<file path="src/rtl/des_top_pkg.sv">
// Shared DES transmit types: scheduler state encoding and default block width.
// Latency: n/a (types and constants only).
// Backpressure: n/a.
package DES_Top;

  localparam int NUM_BYTES_DEF = 8;

  typedef enum logic [1:0] {
    IDLE      = 2'd0,
    ISSUE     = 2'd1,
    WAIT_DONE = 2'd2,
    DONE      = 2'd3
  } tx_state_e;

endpackage

</file>
<file path="src/rtl/des_tx_rr_arb.sv">
// Two-way round-robin arbiter; the requester not granted last wins a tie.
// Latency: grant is combinational, pointer updates on the granting edge.
// Backpressure: no grant while i_fEn is low.
module des_tx_rr_arb (
  input  logic i_Clk,
  input  logic i_Rst,
  input  logic i_fReq0,
  input  logic i_fReq1,
  input  logic i_fEn,
  output logic o_fGnt,
  output logic o_GntId
);

  // Reset value 0 means requester 0 was "last", so requester 1 is favoured first.
  logic last_id;

  always_comb begin
    o_fGnt = i_fEn & (i_fReq0 | i_fReq1);
    if (i_fReq0 & i_fReq1)
      o_GntId = ~last_id;
    else
      o_GntId = i_fReq1;
  end

  always_ff @(posedge i_Clk or posedge i_Rst) begin
    if (i_Rst)
      last_id <= 1'b0;
    else if (o_fGnt)
      last_id <= o_GntId;
  end

endmodule

</file>
<file path="src/rtl/des_tx_sched.sv">
// Schedules 64-bit blocks from two requesters onto a byte UART, MSB byte first.
// Latency: ack in grant cycle, first strobe next cycle; sent one cycle after last done.
// Backpressure: holds in ISSUE while i_fReady is low; requests wait until IDLE.
module des_tx_sched
  import DES_Top::*;
#(
  parameter int NUM_BYTES = NUM_BYTES_DEF
) (
  input  logic        i_Clk,
  input  logic        i_Rst,
  input  logic        i_fReq0,
  input  logic        i_fReq1,
  input  logic [63:0] i_Data0,
  input  logic [63:0] i_Data1,
  output logic        o_fAck0,
  output logic        o_fAck1,
  output logic        o_fSent0,
  output logic        o_fSent1,
  output logic        o_fBusy,
  output logic        o_fTx,
  output logic [7:0]  o_TxData,
  input  logic        i_fReady,
  input  logic        i_fDone
);

  localparam logic [2:0] LAST_CNT = 3'(NUM_BYTES - 1);

  tx_state_e   state;
  logic [2:0]  byte_cnt;
  logic [63:0] shreg;
  logic        gnt_id;
  logic        arb_gnt;
  logic        arb_id;
  logic        arb_en;

  // Reset gates the grant so no ack can leak out while i_Rst is held.
  assign arb_en = (state == IDLE) & ~i_Rst;

  des_tx_rr_arb u_arb (
    .i_Clk   (i_Clk),
    .i_Rst   (i_Rst),
    .i_fReq0 (i_fReq0),
    .i_fReq1 (i_fReq1),
    .i_fEn   (arb_en),
    .o_fGnt  (arb_gnt),
    .o_GntId (arb_id)
  );

  always_ff @(posedge i_Clk or posedge i_Rst) begin
    if (i_Rst) begin
      state    <= IDLE;
      byte_cnt <= 3'd0;
      shreg    <= 64'd0;
      gnt_id   <= 1'b0;
    end else begin
      case (state)
        IDLE: begin
          if (arb_gnt) begin
            shreg    <= arb_id ? i_Data1 : i_Data0;
            gnt_id   <= arb_id;
            byte_cnt <= 3'd0;
            state    <= ISSUE;
          end
        end
        ISSUE: begin
          if (i_fReady)
            state <= WAIT_DONE;
        end
        WAIT_DONE: begin
          if (i_fDone) begin
            if (byte_cnt == LAST_CNT) begin
              state <= DONE;
            end else begin
              byte_cnt <= byte_cnt + 3'd1;
              shreg    <= {shreg[55:0], 8'h00};
              state    <= ISSUE;
            end
          end
        end
        DONE: begin
          state <= IDLE;
        end
        default: state <= IDLE;
      endcase
    end
  end

  assign o_fAck0  = arb_gnt & ~arb_id;
  assign o_fAck1  = arb_gnt &  arb_id;
  assign o_fSent0 = (state == DONE) & ~gnt_id;
  assign o_fSent1 = (state == DONE) &  gnt_id;
  assign o_fBusy  = (state != IDLE);
  assign o_fTx    = (state == ISSUE) & i_fReady;
  assign o_TxData = shreg[63:56];

endmodule

</file>
<file path="config.mk">
export PLATFORM = sky130hd
export DESIGN_NAME = des_tx_sched
export DESIGN_NICKNAME = d
export VERILOG_FILES = /design/src/rtl/des_top_pkg.sv /design/src/rtl/des_tx_rr_arb.sv /design/src/rtl/des_tx_sched.sv
export SDC_FILE = /design/constraint.sdc
export NUM_CORES = 1
export LEC_CHECK = 0
export ABC_AREA = 1
export ABC_CLOCK_PERIOD_IN_PS = 3300
export CORE_UTILIZATION = 43
export CTS_CLUSTER_DIAMETER = 80
export CTS_CLUSTER_SIZE = 20
export DETAILED_ROUTE_END_ITERATION = 12
export HOLD_SLACK_MARGIN = 0.08
export PLACE_DENSITY = 0.78
export RECOVER_POWER = 50
export SLEW_MARGIN = 20
export SYNTH_ARGS = -nofsm -noshare
export SYNTH_HDL_FRONTEND = slang
export SYNTH_SLANG_ARGS = --single-unit
</file>
<file path="constraint.sdc">
create_clock -name i_Clk -period 3.3 [get_ports i_Clk]
set_input_delay 0.66 -clock i_Clk [delete_from_list [all_inputs] [get_ports i_Clk]]
set_output_delay 0.66 -clock i_Clk [all_outputs]
set_load 0.05 [all_outputs]
</file>
Word level (Yosys, flattened, before mapping) --
Cells that the tools add are included.
Storage, ports and cells: flip-flop bits (word level) 71, bits of input ports 134, word-level logic and storage cells 48
Operators by class: add/subtract/negate cells 1, equal/unequal tests 8, multiplexer cells 15, bitwise logic cells 13, reductions and logical operators 6
Operators by type and width (number):
- 2-to-1 mux 64 bit | 4
- case mux 64 bit (2 select lines) | 1
- 2-to-1 mux 3 bit | 3
- bitwise AND 1 bit | 8
- 2-to-1 mux 2 bit | 4
- inequality test 2 bit (second input constant) | 4
- case mux 2 bit (4 select lines) | 1
- case mux 3 bit (2 select lines) | 1
- equality test 2 bit (second input constant) | 2
- NOT 1 bit | 4
- AND reduction 4 bit | 1
- nonzero test 2 bit | 2
- adder 3 x 1 -> 3 bit (second input constant) | 1
- equality test 3 bit (second input constant) | 1
- AND reduction 3 bit | 1
- equality test 2 x 1 -> 1 bit (second input constant) | 1
- zero test 2 bit | 1
- AND reduction 2 bit | 1
- 2-to-1 mux 1 bit | 1
- bitwise OR 1 bit | 1

Longest topological paths before layout --
Gate-level depths: netlist of run 1.
depth after elaboration 5, mapped depth 9

Cells and area by module --
A second synthesis of run 1 with hierarchy kept.
Unflattened totals: cells, all modules 787, area total of the unflattened synthesis 4707.0 um^2
Modules (own cells, without submodules):
- des_tx_sched | times used 1, cells an instance 778, area each 4642.0 um^2, seq. area each 1751.7 um^2
- des_tx_rr_arb | times used 1, cells an instance 9, area each 65.1 um^2, seq. area each 25.0 um^2

Worst setup path after synthesis of run 1 --
OpenSTA, ideal clock, no wires.
path type in2out, start point in i_Rst, end point out o_fAck0, arrival time 3.254 ns, setup slack -0.614 ns, cell stages on the path 3, cell sequence inv_1 -> nand2_1 -> nor2_1
Between the ends: cells in the longest elaborated chain, start to end 4
Ends and longest elaborated chain:
- from (decl) | line des_tx_sched.sv:10 | input logic i_Rst,
- NOT 1 bit | line des_tx_sched.sv:37 | assign arb_en = (state == IDLE) & ~i_Rst;
- bitwise AND 1 bit | line des_tx_sched.sv:37
- bitwise AND 1 bit | line des_tx_rr_arb.sv:18 | o_fGnt = i_fEn & (i_fReq0 | i_fReq1);
- bitwise AND 1 bit | line des_tx_sched.sv:88 | assign o_fAck0 = arb_gnt & ~arb_id;
- to (decl) | line des_tx_sched.sv:15 | output logic o_fAck0,
No other way between the ends.

Final worst setup path of run 1 --
start point in i_fReq0, end point reg shreg[39]
Between the ends: cells in the longest elaborated chain, start to end 5
Ends and longest elaborated chain:
- from (decl) | line des_tx_sched.sv:11 | input logic i_fReq0,
- bitwise AND 1 bit | line des_tx_rr_arb.sv:19 | if (i_fReq0 & i_fReq1)
- 2-to-1 mux 1 bit | line des_tx_rr_arb.sv:19
- 2-to-1 mux 64 bit | line des_tx_sched.sv:59 | shreg <= arb_id ? i_Data1 : i_Data0;
- 2-to-1 mux 64 bit | line des_tx_sched.sv:58 | if (arb_gnt) begin
- case mux 64 bit (2 select lines) | line des_tx_sched.sv:56 | case (state)
- to (signal assigned) | line des_tx_sched.sv:59
- to (signal assigned) | line des_tx_sched.sv:75 | shreg <= {shreg[55:0], 8'h00};
- to (decl) | line des_tx_sched.sv:30 | logic [63:0] shreg;
Several ways; a longest one is shown, not always the timed one. The select of a mux whose other input is x is not followed. A chain may end at the register's enable or synchronous reset.

==> metrics.txt, run 1 <==
# TYPE chip_impl_metric gauge
chip_impl_metric{name="cts_repair_resize_count",unit=""} 0
chip_impl_metric{name="layout_setup_ws",unit="ns"} 0.531
chip_impl_metric{name="cts_max_path_buffers",unit=""} 2
chip_impl_metric{name="post_drt_via_cell_ratio",unit=""} 4.77
chip_impl_info{name="crit_family",value="buffers and inverters"} 1
chip_impl_metric{name="synthesis.nets",unit=""} 866
chip_impl_info{name="tritoncts",value="done"} 1
chip_impl_metric{name="clk_latency",unit="ns"} 0.34
chip_impl_metric{name="worst-r2r-setup-slack",unit="ns"} 0.76
chip_impl_metric{name="fin_util",unit="%"} 59.8
chip_impl_metric{name="seq_power_share",unit="%"} 31.0
chip_impl_info{name="run_status",value="finished, violations left"} 1
chip_impl_metric{name="post-dp-hpwl",unit="mm"} 8.46
chip_impl_metric{name="antenna_found_initial",unit=""} 1
chip_impl_metric{name="max_freq",unit="GHz"} 0.361
chip_impl_metric{name="setup_violations",unit=""} 0
chip_impl_info{name="worstSetupEndpointType",value="register"} 1
chip_impl_metric{name="critical_path.n_buffers_inverters",unit=""} 2
chip_impl_metric{name="final.period_utilization",unit="%"} 83.9
chip_impl_metric{name="detail_route.first_pass.iterations",unit=""} 4
chip_impl_metric{name="non_filler_cell_area_final",unit="mm²"} 0.00645
chip_impl_metric{name="io_buffer_count",unit=""} 147
chip_impl_info{name="grt_setup_unrepaired",value="false"} 1
chip_impl_metric{name="required",unit="ns"} 3.53
chip_impl_metric{name="finish.net_count",unit=""} 977
chip_impl_metric{name="pwr-share-comb",unit="%"} 50.6
chip_impl_metric{name="chipWidth",unit="µm"} 107
chip_impl_metric{name="antenna_left",unit=""} 0
chip_impl_metric{name="worstMarginPinSlew",unit="ns"} 1.75
chip_impl_metric{name="worst_path_maximum_fanout",unit=""} 37
chip_impl_metric{name="fin_setup_tns",unit="ns"} 0
chip_impl_metric{name="power_switching_share",unit="%"} 43.9
chip_impl_metric{name="die-area",unit="mm²"} 0.0115
chip_impl_metric{name="grt_pass1_wl",unit="mm"} 20.6
chip_impl_metric{name="synthDominantCellAreaShare",unit="%"} 37.4
chip_impl_metric{name="power.net_switching",unit="mW"} 2.20
chip_impl_info{name="worst_hold_path_type",value="reg2reg"} 1
chip_impl_metric{name="worst-endpoint-arrival",unit="ns"} 3.00
chip_impl_info{name="root_buffer",value="sky130_fd_sc_hd__clkbuf_8"} 1
chip_impl_metric{name="finalWirelength",unit="mm"} 12.2
chip_impl_metric{name="p_r_area_growth_vs_syn",unit="%"} 35.7
chip_impl_metric{name="static-leakage-power",unit="nW"} 3.41
chip_impl_metric{name="count_of_maximum_capacitance_violations",unit=""} 2
chip_impl_metric{name="die_y",unit="µm"} 107
chip_impl_metric{name="synth-warning-count",unit=""} 0
chip_impl_metric{name="p_clk_share",unit="%"} 18.4
chip_impl_info{name="critical-path-slowest-cell",value="sky130_fd_sc_hd__clkbuf_1"} 1
chip_impl_metric{name="core_region_area",unit="mm²"} 0.0108
chip_impl_metric{name="detailedRoute.firstIterationViolations",unit=""} 221
chip_impl_metric{name="fin_skew",unit="ns"} 0.0130
chip_impl_info{name="critPathMostFrequentCell",value="sky130_fd_sc_hd__nand2_1"} 1
chip_impl_metric{name="min_period",unit="ns"} 2.77
chip_impl_metric{name="synth_unique_cells",unit=""} 23
chip_impl_info{name="path_class",value="in2reg"} 1
chip_impl_metric{name="hold-worst-slack",unit="ns"} 0.476
chip_impl_metric{name="placed_cell_area",unit="mm²"} 0.00619
chip_impl_metric{name="syn-cell-area",unit="mm²"} 0.00476
chip_impl_metric{name="cts_buffers",unit=""} 9
chip_impl_info{name="synth_top_area_cell",value="sky130_fd_sc_hd__dfrtp_1"} 1
chip_impl_metric{name="synth.avg_cell_area",unit="µm²"} 6.51
chip_impl_metric{name="numClockSinks",unit=""} 71
chip_impl_info{name="critical_path_launch_point_type",value="primary input"} 1
chip_impl_metric{name="clk_slew_on_worst_s_h_paths",unit="ns"} 0.07
chip_impl_metric{name="final-max-slew-violation-count",unit=""} 110
chip_impl_metric{name="cpPeakStageDelay",unit="ns"} 1.14
chip_impl_info{name="violated_checks",value="capacitance limit, slew limit"} 1
chip_impl_metric{name="synth_cells",unit=""} 730
chip_impl_metric{name="global_route.overflow_total",unit=""} 0
chip_impl_info{name="crit_path_cell_trace",value="dlygate4sd3_1, nand2_2, nand2_2, clkbuf_1, nand2_1, nand3_1, nand2_1, nand2_1, nand2_1"} 1
chip_impl_metric{name="ys_seq_elements",unit=""} 71
chip_impl_metric{name="cts_htree_levels",unit=""} 3
chip_impl_metric{name="gp_congestion",unit=""} 0.777
chip_impl_metric{name="maxSlewHeadroom",unit="%"} -16.7
chip_impl_metric{name="maximum_number_of_pins_on_one_net_before_global_route_repair",unit=""} 72
chip_impl_metric{name="io_pins",unit=""} 148
chip_impl_metric{name="gr_usage_total",unit="%"} 22.5
chip_impl_metric{name="synth_seq_area_share",unit="%"} 37.4
chip_impl_metric{name="route.detailed.drc",unit=""} 0
chip_impl_metric{name="rows",unit=""} 38
chip_impl_metric{name="vdd_drop_max",unit="V"} 0.000440
chip_impl_metric{name="floorplan.initialDensity",unit="%"} 44.1
chip_impl_metric{name="p_int",unit="mW"} 2.82
chip_impl_metric{name="placement.setup.worst_slack",unit="ns"} 0.554
chip_impl_metric{name="cts_setup_buffers",unit=""} 0
chip_impl_metric{name="num_vias",unit=""} 4709
chip_impl_metric{name="hold_bufs_inserted_after_cts",unit=""} 0
chip_impl_metric{name="post_route_cells_drive_above_1_share",unit="%"} 4.37
chip_impl_info{name="post_synth_main_area_contributors",value="sky130_fd_sc_hd__dfrtp_1 (37%), sky130_fd_sc_hd__nand2_1 (29%), sky130_fd_sc_hd__nand3b_1 (10%), sky130_fd_sc_hd__nand3_1 (6.9%), sky130_fd_sc_hd__inv_1 (5.8%)"} 1
chip_impl_metric{name="powerDensity",unit="mW/mm²"} 779
chip_impl_metric{name="grt_pass1_vias",unit=""} 4496
chip_impl_metric{name="hold_violations",unit=""} 0
chip_impl_metric{name="detail_route.wl_per_cell",unit="µm"} 12.4
cell usage in the layout, fill, tap and decap left out, types with 3 or more instances in the layout:
master and n:
sky130_fd_sc_hd__clkdlybuf4s50_1 141, sky130_fd_sc_hd__nand2_2 3, sky130_fd_sc_hd__dlygate4sd3_1 3, sky130_fd_sc_hd__inv_1 72, sky130_fd_sc_hd__buf_4 8, sky130_fd_sc_hd__nand3_1 66, sky130_fd_sc_hd__o21ai_0 3, sky130_fd_sc_hd__nor2_1 7
sky130_fd_sc_hd__dfrtp_1 71, sky130_fd_sc_hd__o21ai_1 9, sky130_fd_sc_hd__clkbuf_8 10, sky130_fd_sc_hd__nand3b_1 64, sky130_fd_sc_hd__nand2_1 365, sky130_fd_sc_hd__bufinv_16 4
registers in the layout, summed over array words and instances, names as in the netlist:
| register | count |
|---|---|
| shreg | 64 |
| u_arb.last_id | 1 |
| gnt_id | 1 |
| state | 2 |
| byte_cnt | 3 |
per-stage QoR:
stage               power [mW]  cells
floorplan                 3.51    730
global placement          4.10    970
detailed placement        4.15    970
CTS                       5.09    986
global route              5.49    987
finish                    5.03    987
final cells by class:
type	instances	area, µm²
Antenna cell	1	2.50
Clock buffer	11	141
Clock inverter	5	129
Fill cell	1025	4340
Inverter	75	287
Multi-Input combinational cell	527	2390
Sequential cell	71	1780
Tap cell	140	175
Timing Repair Buffer	157	1560
routing by layer:
metal	vias up	global-route usage [%]	part of all wire, %	wire length [µm]
met5	-	0	0	0
met2	124	37.9	46	5660
met3	16	4.01	6.0	732
met1	2124	29.4	46	5680
met4	0	6.85	1.3	165
li1	2445	-	-	-
cells in the mapped netlist:
master and instances:
sky130_fd_sc_hd__nor2_8 1, sky130_fd_sc_hd__nor2_2 1, sky130_fd_sc_hd__a21oi_1 2, sky130_fd_sc_hd__nor2_1 7
sky130_fd_sc_hd__clkbuf_1 17, sky130_fd_sc_hd__nor3_1 2, sky130_fd_sc_hd__nand3b_1 64, sky130_fd_sc_hd__o21ai_2 1
sky130_fd_sc_hd__nand3_2 1, sky130_fd_sc_hd__ha_1 2, sky130_fd_sc_hd__dfrtp_1 71, sky130_fd_sc_hd__nand2_2 1
sky130_fd_sc_hd__buf_4 14, sky130_fd_sc_hd__buf_1 1, sky130_fd_sc_hd__nand3_1 66, sky130_fd_sc_hd__nand2_1 367
sky130_fd_sc_hd__inv_2 2, sky130_fd_sc_hd__buf_6 4, sky130_fd_sc_hd__o21ai_0 1, sky130_fd_sc_hd__buf_2 21
sky130_fd_sc_hd__o21ai_1 10, sky130_fd_sc_hd__inv_1 73, sky130_fd_sc_hd__a21oi_2 1
cells by family after synthesis:
group	count (synthesis)	synth area share, %
adder cells (fa/ha/maj)	2	0.526
AO/OA/AOI/OAI	15	1.74
buffers and inverters	132	12.7
AND/OR/NAND/NOR	510	47.7
flip-flops	71	37.4
path summary, 6_finish.rpt:
kind                       cells after the start       from        end
max in group asynchronous                      3      i_Rst  shreg[63]
min reg2reg                                    2  shreg[63]  shreg[63]
min in group asynchronous                      3      i_Rst  shreg[31]
min                                            2  shreg[63]  shreg[63]
max reg2reg                                    6   state[0]  shreg[45]
max                                            9    i_fReq0  shreg[39]
power by group through the flow:
stage	sequential (mW)	clock (mW)	combinational (mW)
after floorplan	1.49	0	2.03
after global placement	1.57	0	2.53
after detailed placement	1.57	0	2.57
after CTS	1.56	0.937	2.59
after global routing	1.61	0.972	2.90
final	1.56	0.924	2.54
worst min-delay path, stage by stage, from the launching register on:
cell	delay [ns]
sky130_fd_sc_hd__dfrtp_1	0.34
sky130_fd_sc_hd__nand2_1	0.05
sky130_fd_sc_hd__nand2_1	0.06
(Power assumes the default switching activity.)
==> run 2, diff against run 1 <==
--- a/config.mk
+++ b/config.mk
@@ -6,7 +6,7 @@
 export NUM_CORES = 1
 export LEC_CHECK = 0
 export ABC_AREA = 1
-export ABC_CLOCK_PERIOD_IN_PS = 3300
+export ABC_CLOCK_PERIOD_IN_PS = 2300
 export CORE_UTILIZATION = 43
 export CTS_CLUSTER_DIAMETER = 80
 export CTS_CLUSTER_SIZE = 20
==> constraint.sdc (replaced) <==
create_clock -name i_Clk -period 2.3 [get_ports i_Clk]
set_input_delay 0.46 -clock i_Clk [delete_from_list [all_inputs] [get_ports i_Clk]]
set_output_delay 0.46 -clock i_Clk [all_outputs]
set_load 0.05 [all_outputs]
==> run 2 against run 1 <==
- the flow now finishes without violations
- final cell count up 0.30%
- wire length up 0.18%
- clock power is 42% higher
- global-route usage up 0.18 points
==> metrics.txt, run 2 (synthesis results as in run 1) <==
# TYPE chip_impl_metric gauge
chip_impl_metric{name="final-max-slew-violation-count",unit=""} 0
chip_impl_metric{name="maximum_number_of_pins_on_one_net_before_global_route_repair",unit=""} 78
chip_impl_metric{name="maxSlewHeadroom",unit="%"} 35.9
chip_impl_metric{name="power_switching_share",unit="%"} 43.9
chip_impl_metric{name="route.detailed.drc",unit=""} 0
chip_impl_metric{name="required",unit="ns"} 1.84
chip_impl_metric{name="io_pins",unit=""} 148
chip_impl_metric{name="vdd_drop_max",unit="V"} 0.000518
chip_impl_metric{name="gr_usage_total",unit="%"} 22.7
chip_impl_metric{name="static-leakage-power",unit="nW"} 3.45
chip_impl_metric{name="gp_congestion",unit=""} 0.752
chip_impl_metric{name="non_filler_cell_area_final",unit="mm²"} 0.00651
chip_impl_metric{name="finalNonFillerCells",unit=""} 990
chip_impl_metric{name="placed_cell_area",unit="mm²"} 0.00627
chip_impl_info{name="critical_path_launch_point_type",value="register"} 1
chip_impl_metric{name="post_route_cells_drive_above_1_share",unit="%"} 6.00
chip_impl_metric{name="clk_slew_on_worst_s_h_paths",unit="ns"} 0.07
chip_impl_metric{name="hold-path-cell-count",unit=""} 2
chip_impl_metric{name="worst-endpoint-arrival",unit="ns"} 1.69
chip_impl_info{name="grt_setup_unrepaired",value="false"} 1
chip_impl_metric{name="num_vias",unit=""} 4702
chip_impl_info{name="layout.cells.most_common_list",value="sky130_fd_sc_hd__nand2_1 (364), sky130_fd_sc_hd__clkdlybuf4s50_1 (139), sky130_fd_sc_hd__inv_1 (72)"} 1
chip_impl_metric{name="worst_path_maximum_fanout",unit=""} 7
chip_impl_metric{name="count_of_maximum_capacitance_violations",unit=""} 0
chip_impl_metric{name="post_drt_via_cell_ratio",unit=""} 4.75
chip_impl_info{name="max_flop_register",value="shreg"} 1
chip_impl_metric{name="worstMarginPinSlew",unit="ns"} 0.962
chip_impl_metric{name="final.period_utilization",unit="%"} 93.3
chip_impl_metric{name="powerDensity",unit="mW/mm²"} 1110
chip_impl_metric{name="fin_skew",unit="ns"} 0.00835
chip_impl_metric{name="finalWirelength",unit="mm"} 12.3
chip_impl_metric{name="hold_violations",unit=""} 0
chip_impl_metric{name="pwr-share-comb",unit="%"} 50.8
chip_impl_info{name="worst_hold_path_type",value="reg2reg"} 1
chip_impl_metric{name="seq_power_share",unit="%"} 31.1
chip_impl_metric{name="finish.net_count",unit=""} 981
chip_impl_metric{name="hold-worst-slack",unit="ns"} 0.485
chip_impl_metric{name="antenna-diode-count",unit=""} 0
chip_impl_metric{name="largest_register_ffs",unit=""} 64
chip_impl_metric{name="dp.cells",unit=""} 974
chip_impl_info{name="worstSetupEndpointType",value="output pin"} 1
chip_impl_metric{name="fillers",unit=""} 1032
chip_impl_metric{name="die_y",unit="µm"} 107
chip_impl_info{name="tritoncts",value="done"} 1
chip_impl_metric{name="grt_pass1_vias",unit=""} 4476
chip_impl_metric{name="numClockSinks",unit=""} 71
chip_impl_metric{name="die-area",unit="mm²"} 0.0115
chip_impl_metric{name="antenna_left",unit=""} 0
chip_impl_metric{name="cts_htree_levels",unit=""} 3
chip_impl_metric{name="cts_max_path_buffers",unit=""} 2
chip_impl_metric{name="count_of_cells_along_the_worst_register_to_register_path",unit=""} 7
chip_impl_metric{name="p_int",unit="mW"} 4.04
chip_impl_metric{name="floorplan.initialDensity",unit="%"} 44.1
chip_impl_metric{name="detailedRoute.firstIterationViolations",unit=""} 251
chip_impl_metric{name="chipWidth",unit="µm"} 107
chip_impl_metric{name="p_clk_share",unit="%"} 18.1
chip_impl_metric{name="global_route.overflow_total",unit=""} 0
chip_impl_info{name="root_buffer",value="sky130_fd_sc_hd__clkbuf_8"} 1
chip_impl_info{name="run_status",value="complete, no violations"} 1
chip_impl_metric{name="power.net_switching",unit="mW"} 3.17
chip_impl_metric{name="antenna_found_initial",unit=""} 0
chip_impl_metric{name="cts_buffers",unit=""} 9
chip_impl_metric{name="min_period",unit="ns"} 2.15
chip_impl_metric{name="rows",unit=""} 38
chip_impl_metric{name="detail_route.wl_per_cell",unit="µm"} 12.4
chip_impl_metric{name="max_freq",unit="GHz"} 0.466
chip_impl_metric{name="core_region_area",unit="mm²"} 0.0108
chip_impl_info{name="biggestRegsByFlops",value="shreg: 64 flops, byte_cnt: 3 flops, state: 2 flops"} 1
chip_impl_metric{name="detail_route.first_pass.iterations",unit=""} 4
chip_impl_metric{name="p_r_area_growth_vs_syn",unit="%"} 36.9
chip_impl_metric{name="clk_latency",unit="ns"} 0.35
chip_impl_metric{name="setup_violations",unit=""} 0
chip_impl_info{name="path_class",value="reg2out"} 1
chip_impl_metric{name="grt_pass1_wl",unit="mm"} 20.8
chip_impl_metric{name="io_buffer_count",unit=""} 147
chip_impl_metric{name="post-dp-hpwl",unit="mm"} 8.57
chip_impl_info{name="mostFrequentLayoutCell",value="sky130_fd_sc_hd__nand2_1"} 1
==> run 2: changes by cell type in the layout (fill, tap and decap cells not counted), sizes merged <==
cell,delta
inv,+1
clkdlybuf4s50,-2
buf,+7
clkinv,-1
diode,-1
dlygate4sd3,-2
clkinvlp,+1
==> run 2: area by class of cell <==
cell class | instances | area [µm²] | share of cell area (%)
Clock buffer | 10 | 128 | 1.96
Clock inverter | 6 | 133 | 2.04
Inverter | 75 | 283 | 4.34
Multi-Input combinational cell | 527 | 2400 | 36.8
Sequential cell | 71 | 1780 | 27.3
Tap cell | 140 | 175 | 2.69
Timing Repair Buffer | 161 | 1620 | 24.8
==> run 2: power by group through the flow <==
stage / sequential [mW] / combinational [mW] / clock [mW]
6_report: 2.24 / 3.66 / 1.31
5_1_grt: 2.32 / 4.18 / 1.38
4_1_cts: 2.23 / 3.76 / 1.32
3_5_place_dp: 2.25 / 3.75 / 0
3_3_place_gp: 2.24 / 3.68 / 0
2_1_floorplan: 2.13 / 2.92 / 0
==> run 2: critical path: stages, from the launching register on <==
cell and delay [ns]:
sky130_fd_sc_hd__dfrtp_2 0.49, sky130_fd_sc_hd__nor2_2 0.18, sky130_fd_sc_hd__inv_1 0.08, sky130_fd_sc_hd__nor2_1 0.17, sky130_fd_sc_hd__nand2_4 0.09, sky130_fd_sc_hd__nor2_2 0.16, sky130_fd_sc_hd__buf_12 0.16
==> run 2: stage by stage <==
step	setup TNS (ns)	worst slack (ns)	utilization, %	total power, mW
after floorplan	-0.165	-0.0846	-	5.05
after global routing	0	0.0337	60.3	7.88
after global placement	0	0.208	58.1	5.92
after detailed placement	0	0.214	58.1	5.99
final	0	0.154	60.3	7.21
after CTS	0	0.0284	60.5	7.32
==> run 2: what timing repair did <==
item | in CTS | in global routing
hold buffers | 0 | 0
gates resized for setup | 0 | 2
buffers inserted | 0 | 0
endpoints found under the setup margin | 0 | 2
==> run 2: final timing paths <==
kind	from	to	slack [ns]
setup reg to reg	byte_cnt[0]	shreg[0]	0.26
min in group asynchronous	i_Rst	byte_cnt[2]	1.03
hold reg to reg	shreg[38]	shreg[38]	0.49
hold / removal	shreg[38]	shreg[38]	0.49
max in group asynchronous	i_Rst	state[0]	0.60
setup / recovery	state[0]	o_fAck1	0.15
==> run 2: per-layer routing <==
metal | GRT usage (%) | part of all wire [%] | vias to the layer above
li1 | - | - | 2455
met5 | 0 | 0 | -
met2 | 38.8 | 46 | 110
met1 | 29.8 | 48 | 2129
met3 | 4.19 | 5.3 | 8
met4 | 5.09 | 0.79 | 0
